===== config.mk =====
export PLATFORM = sky130hd
export DESIGN_NAME = pattern
export DESIGN_NICKNAME = d
export VERILOG_FILES = /design/src/rtl/pattern_pkg.sv /design/src/rtl/pattern_bit_cmp.sv /design/src/rtl/pattern.sv
export SDC_FILE = /design/constraint.sdc
export NUM_CORES = 1
export LEC_CHECK = 0
export CORE_MARGIN = 2
export CORE_UTILIZATION = 40
export DETAILED_ROUTE_END_ITERATION = 10
export PLACE_DENSITY = 0.58
export SYNTH_ARGS = -nofsm -noshare
export SYNTH_HDL_FRONTEND = slang
export SYNTH_SLANG_ARGS = --single-unit

===== constraint.sdc =====
create_clock -name clk -period 5.4 [get_ports clk]
set_input_delay 1.08 -clock clk [delete_from_list [all_inputs] [get_ports clk]]
set_output_delay 1.08 -clock clk [all_outputs]
set_load 0.005 [all_outputs]

===== src/rtl/pattern_pkg.sv =====
// Shared types and helpers for the single-character matcher.
package pattern_pkg;

  localparam int CHAR_W = 8;
  localparam int CNT_W  = 3;

  typedef enum logic [1:0] {
    IDLE = 2'd0,
    SCAN = 2'd1,
    DONE = 2'd2
  } state_e;

  // True when the byte is an ASCII letter, A-Z or a-z.
  function automatic logic is_alpha(input logic [CHAR_W-1:0] c);
    return ((c >= 8'h41) && (c <= 8'h5A)) || ((c >= 8'h61) && (c <= 8'h7A));
  endfunction

endpackage


===== src/rtl/pattern_bit_cmp.sv =====
// One-bit masked compare: flags a mismatch only for cared-about bits
// that are not being ignored for case folding.
module pattern_bit_cmp (
  input  logic data_bit,
  input  logic pattern_bit,
  input  logic mask_bit,
  input  logic ignore_bit,
  output logic mismatch
);

  assign mismatch = mask_bit & ~ignore_bit & (data_bit ^ pattern_bit);

endmodule


===== src/rtl/pattern.sv =====
// Single-character matcher. Captures one byte after reset, compares it
// MSB first against PATTERN under MASK, then holds rdy/y until reset.
// Optional feature macro: PATTERN_NOCASE_EN (case-insensitive letters).
module pattern
  import pattern_pkg::*;
#(
  parameter logic [CHAR_W-1:0] PATTERN = 8'h61,
  parameter logic [CHAR_W-1:0] MASK    = 8'hFF,
  parameter bit                INVERT  = 1'b0
) (
  input  logic              clk,
  input  logic              reset,
  input  logic [CHAR_W-1:0] x,
  output logic              rdy,
  output logic              y
);

  state_e             state_q, state_d;
  logic [CHAR_W-1:0]  sr_q, sr_d;
  logic [CNT_W-1:0]   cnt_q, cnt_d;
  logic               mismatch_q, mismatch_d;
  logic               rdy_q, rdy_d;
  logic               y_q, y_d;
  logic               ignore_bit;
  logic               bit_mismatch;
  logic               scan_mismatch;
  logic               last_bit;

`ifdef PATTERN_NOCASE_EN
  logic               nocase_q, nocase_d;

  // Bit 5 is the ASCII case bit; skip it only when both sides are letters.
  assign ignore_bit = nocase_q && (cnt_q == CNT_W'(5));
`else
  assign ignore_bit = 1'b0;
`endif

  assign last_bit      = (cnt_q == '0);
  assign scan_mismatch = mismatch_q | bit_mismatch;

  pattern_bit_cmp u_bit_cmp (
    .data_bit    (sr_q[CHAR_W-1]),
    .pattern_bit (PATTERN[cnt_q]),
    .mask_bit    (MASK[cnt_q]),
    .ignore_bit  (ignore_bit),
    .mismatch    (bit_mismatch)
  );

  // State register; reset always returns to IDLE.
  always_ff @(posedge clk) begin
    if (reset) state_q <= IDLE;
    else       state_q <= state_d;
  end

  // Next state: one capture cycle, eight compare cycles, then park in DONE.
  always_comb begin
    state_d = state_q;
    case (state_q)
      IDLE:    state_d = SCAN;
      SCAN:    if (last_bit) state_d = DONE;
      DONE:    state_d = DONE;
      default: state_d = IDLE;
    endcase
  end

  // Datapath and result values for the next edge, per state.
  always_comb begin
    sr_d       = sr_q;
    cnt_d      = cnt_q;
    mismatch_d = mismatch_q;
    rdy_d      = rdy_q;
    y_d        = y_q;
`ifdef PATTERN_NOCASE_EN
    nocase_d   = nocase_q;
`endif
    case (state_q)
      IDLE: begin
        sr_d       = x;
        cnt_d      = CNT_W'(CHAR_W - 1);
        mismatch_d = 1'b0;
        rdy_d      = 1'b0;
        y_d        = 1'b0;
`ifdef PATTERN_NOCASE_EN
        nocase_d   = is_alpha(x) && is_alpha(PATTERN);
`endif
      end
      SCAN: begin
        sr_d       = {sr_q[CHAR_W-2:0], 1'b0};
        mismatch_d = scan_mismatch;
        if (last_bit) begin
          rdy_d = 1'b1;
          y_d   = ~scan_mismatch ^ INVERT;
        end else begin
          cnt_d = cnt_q - CNT_W'(1);
        end
      end
      default: ;
    endcase
  end

  // Datapath and output registers, cleared by reset.
  always_ff @(posedge clk) begin
    if (reset) begin
      sr_q       <= '0;
      cnt_q      <= CNT_W'(CHAR_W - 1);
      mismatch_q <= 1'b0;
      rdy_q      <= 1'b0;
      y_q        <= 1'b0;
`ifdef PATTERN_NOCASE_EN
      nocase_q   <= 1'b0;
`endif
    end else begin
      sr_q       <= sr_d;
      cnt_q      <= cnt_d;
      mismatch_q <= mismatch_d;
      rdy_q      <= rdy_d;
      y_q        <= y_d;
`ifdef PATTERN_NOCASE_EN
      nocase_q   <= nocase_d;
`endif
    end
  end

  assign rdy = rdy_q;
  assign y   = y_q;

endmodule


* Word-level counts from Yosys, hierarchy flattened *
Memory sizes are Yosys's and may differ from the RTL's. A register that Yosys moved wholly into a read port is not among the register bits.
Index checks and enable logic that the tools add are counted.

storage, ports and cells
  bits in registers = 16
  bits in read-only memories = 16
  input port bits = 10
  output and inout port bits = 2
  word-level logic and storage cells = 39
  memories kept = 2

memories
  name              words  bits a word  read ports  clocked after Yosys merged registers in  wr ports  line           source
  (name not given)  8      1            1           1                                        0         pattern.sv:44  .mask_bit (MASK[cnt_q]),
  (name not given)  8      1            1           1                                        0         pattern.sv:43  .pattern_bit (PATTERN[cnt_q]),

cells by class
  add/subtract/negate cells = 1
  magnitude comparators = 1
  equal/unequal tests = 4
  multiplexer cells = 16
  bitwise operators = 4
  reduce and logical (&&, ||, !) cells = 5

operators with widths
  operator               count
  $pmux W8 S2            1
  $mux W3                5
  $pmux W1 S2            3
  $pmux W2 S3            1
  $pmux W3 S2            1
  $lt A3 B4 Y1 const B   1
  $mux W1                4
  $ne A2 B2 Y1 const B   2
  $reduce_and A2 Y1      2
  $logic_not A3 Y1       1
  $sub A3 B1 Y3 const B  1
  $eq A2 B1 Y1 const B   1
  $eq A2 B2 Y1 const B   1
  $logic_not A2 Y1       1
  $mux W2                1
  $reduce_bool A2 Y1     1
  $and A1 B1 Y1          1
  $not A1 Y1             1
  $or A1 B1 Y1           1
  $xor A1 B1 Y1          1

* Logic depth before layout (Yosys ltp) *
  word-level depth = 8
  mapped depth = 9
  mapped depth without buffers = 8

* Modules after synthesis *
A second synthesis with hierarchy kept.

unflattened totals
  cells, all modules = 94
  area total of the unflattened synthesis = 895.9 um^2

modules (own cells, without submodules)
  module           times used  cells each  area an instance (um^2)  seq. area each (um^2)
  pattern          1           92          874.6                    340.3
  pattern_bit_cmp  1           2           21.3                     0.0

* Worst setup path after synthesis *
Ideal clock, no wire load.

  path type = in2reg
  start = in reset
  end = reg, netlist name u_bit_cmp.pattern_bit
  library setup time = 121 ps
  data arrival time = 2222 ps
  required time = 5279 ps
  setup slack = 3056 ps
  stages = 5
  path buffers = 2
  cell sequence = clkbuf_1 clkbuf_1 nor2_1 ha_1 mux2_4

RTL lines
  item             line           source
  start, declared  pattern.sv:12  input logic reset,

==> key figures <==
Clocking
  – CTS Hold Bufs: 0
  – Root buf cell: clkbuf_4
  – CTS max path bufs: 2
  – Clock Latency Late Sink: about 290 ps
  – Post-CTS sizing: 0
  – CTS tree: built
  – Post-CTS setup repair buffer count: 0
  – Clock sinks: 17
  – CTS Buf Count: 3
  – CTS clk-pin slew, worst paths: ~90 ps
  – CTS H-tree depth: 1

Critical path
  – Worst setup SP type: flip-flop
  – R2R depth: 7
  – Most used cell, CP: ha_1
  – Crit path cell chain: inv_1 -> ha_1 -> mux2i_2 -> mux2i_1 -> nor2b_1 -> ha_1 -> mux2_4
  – R2R Setup Slk: ~3000 ps
  – CP required: 5580 ps
  – Reg2Reg Capture Point: u_bit_cmp.pattern_bit
  – Slowest stage cell, crit path: ha_1
  – Critical Path AT: 2660 ps
  – CP endpoint kind: flip-flop
  – Critical path peak fanout: 12
  – CP Class: flip-flop to flip-flop
  – Crit-path max cell delay: roughly 610 ps
  – Critical R2R Launch: state_q[1]

Pwr
  – Tot Pwr: 544 µW
  – Pwr dens: 537 mW/mm²
  – Pleak: approximately 0.00043 µW
  – Maximum VDD drop: just under 0.3 mV

GRT
  – GRT overflow: 0
  – Largest net degree at the start of global routing: 19
  – Number of global-route vias before repair: approximately 590
  – Global-route wire length before repair: between 2 and 3 mm
  – Initial antenna violation count: 0
  – Total GRT Usage: 0.132

Floorplan
  – Rows: 16
  – Chip height: between 50 and 60 µm
  – I/O pins: 12
  – Total core area: a little over 0.002 mm²
  – Total die area: between 0.002 and 0.003 mm²
  – Die width: about 51 µm
  – Initial Utilization: 0.434

STA
  – Final hold vios: 0
  – Worst clock skew: 5.07 ps
  – Least-Margin Pin Slew: 658 ps
  – Final setup viols: 0
  – PnR worst setup slack: about 2900 ps
  – Worst hold slack: between 400 and 500 ps
  – Sum Neg Setup Slack: 0 ps
  – Max_slew headroom: 0.561
  – RSZ-0062 raised after global routing: false
  – Max Clk Rate: slightly above 400 MHz
  – Final Max Tran Viols: 0
  – Crit share post-route: 0.459
  – Crit path time final: roughly 2500 ps

Synth
  – Synth top area share: 0.388
  – Post-Synthesis Cells: 93
  – Mapped Area: just under 900 µm²
  – Syn Area/Cell: approximately 9.4 µm²
  – Async SR Flop Fraction: 0
  – Most used DFF post-synth: dfxtp_1
  – Leading area contributor after synthesis: dfxtp_1
  – Count leader, synth: dfxtp_1
  – Synth warn: 0
  – Unique masters post-synth: 27
  – Synth area leaders: dfxtp_1 (39%), mux2i_1 (10%), ha_1 (10%), a211oi_1 (6.0%), nor2_1 (5.6%)
  – Seq/Total Area, Yosys: 0.388
  – Syn Nets: 110
  – Post-synth top cells: dfxtp_1 (17), nor2_1 (13), mux2i_1 (9)
  – #FFs+latches synth: 17
  – Post-synth EDFFs: 0

Finish
  – Final nets: roughly 120
  – P&R area growth vs syn: 15.4%
  – Share of cells above drive strength 1: 0.0971
  – Fin cells: 130
  – Antenna Cells: 0

Detailed routing
  – Pre-antenna DRT Iters: 4
  – Via count: 622
  – Vias per cell: ~4.8
  – WL final: ~1.5 mm
  – Final ANT Viol Nets: 0
  – Drt first-iter violations: 8
  – Routed wire per std cell: roughly 12 µm
  – DRC: 0

Placed design
  – Dpl ws: 2650 ps
  – Port Buffer Count: 11
  – HPWL after DPL: about 1.1 mm
  – RePlAce Congestion: slightly below 0.8
  – Cells after DPL: around 130

Min path
  – Hold path cells: 2
  – Worst Hold Path EP: sr_q[0]
  – Hold Path Class: flip-flop to flip-flop
  – Hold Path Origin: sr_q[0]

Outcome
  – Status: finished clean

Flow run
  – Max Cap Viol: 0
-- state kept, by name, summed over array words and instances, names as in the netlist --
register / count
cnt_q: 3
mismatch_q: 1
rdy: 1
sr_q: 8
state_q: 2
u_bit_cmp.pattern_bit: 1
y: 1
-- critical path, delay by kind of cell (launching register included) --
kind          cells  cell delay (ps)
simple gates      1              160
flops             1              310
buf+inv           1              130
fa+ha+maj         2              860
mux               3              910
-- placed cells by master (no fill, tap or decap) --
| cell type | instances |
|---|---|
| dfxtp_1 | 17 |
| nor2_1 | 13 |
| clkdlybuf4s50_1 | 11 |
| mux2i_1 | 9 |
| a211oi_1 | 7 |
| ha_1 | 7 |
| inv_1 | 6 |
| a21oi_1 | 5 |
| nor3_1 | 4 |
| nand2_1 | 3 |
| clkbuf_4 | 3 |
| o21ai_0 | 2 |
| or2_1 | 2 |
| nand2b_4 | 1 |
| mux2i_2 | 1 |
| inv_2 | 1 |
| and2b_2 | 1 |
| nor2b_1 | 1 |
| a21boi_0 | 1 |
| o21ai_2 | 1 |
| mux2_4 | 1 |
| xor2_1 | 1 |
| a221oi_2 | 1 |
| a32oi_1 | 1 |
| nand3_1 | 1 |
| nand2b_1 | 1 |
| clkbuf_1 | 1 |
-- logic make-up (layout without fill, tap and decap cells) --
logic type      Yosys count  in the layout  share of synthesized area
compound gates           18             18                      0.146
fa+ha+maj                 7              7                     0.0999
simple gates             27             27                      0.151
mux                      11             11                      0.136
flops                    17             17                      0.388
xor+xnor                  1              1                    0.00999
buf+inv                  12             22                     0.0699
-- metal layers --
layer	global-route usage	wire, µm	part of all wire
met1	0.177	824	0.55
met2	0.195	608	0.40
met3	0.0614	78	0.052
met4	0.0270	0	0
met5	0	0	0
-- final cells by class --
| cell class | instances | area, µm² |
|---|---|---|
| clock buffer | 4 | 26.3 |
| fill | 201 | 1010 |
| inverter | 7 | 26.3 |
| multi-input combinational | 64 | 475 |
| sequential | 17 | 340 |
| tap | 27 | 33.8 |
| timing repair buffer | 11 | 110 |
-- metrics by stage --
step	area (µm²)	util
3_3_place_gp	986	0.488
5_1_grt	1010	0.501
6_report	1010	0.501
3_5_place_dp	986	0.488
2_1_floorplan	877	-
4_1_cts	1010	0.501
-- power by group --
part | switching, µW | internal (µW) | leakage, µW
Combinational | 158 | 121 | 0.000280
Clock | 37.3 | 28.7 | 0.0000150
Sequential | 22.9 | 176 | 0.000140
Total | 218 | 326 | 0.000435
-- how the worst max path moves through the flow --
stage | startpoint | endpoint | slack, ps
after detailed placement | reset | u_bit_cmp.pattern_bit | 2650
after global routing | state_q[1] | u_bit_cmp.pattern_bit | 2780
after floorplan | reset | u_bit_cmp.pattern_bit | 3060
after CTS | state_q[1] | u_bit_cmp.pattern_bit | 2930
final | state_q[1] | u_bit_cmp.pattern_bit | 2920
after global placement | reset | u_bit_cmp.pattern_bit | 2640
(Power assumes the default switching activity.)
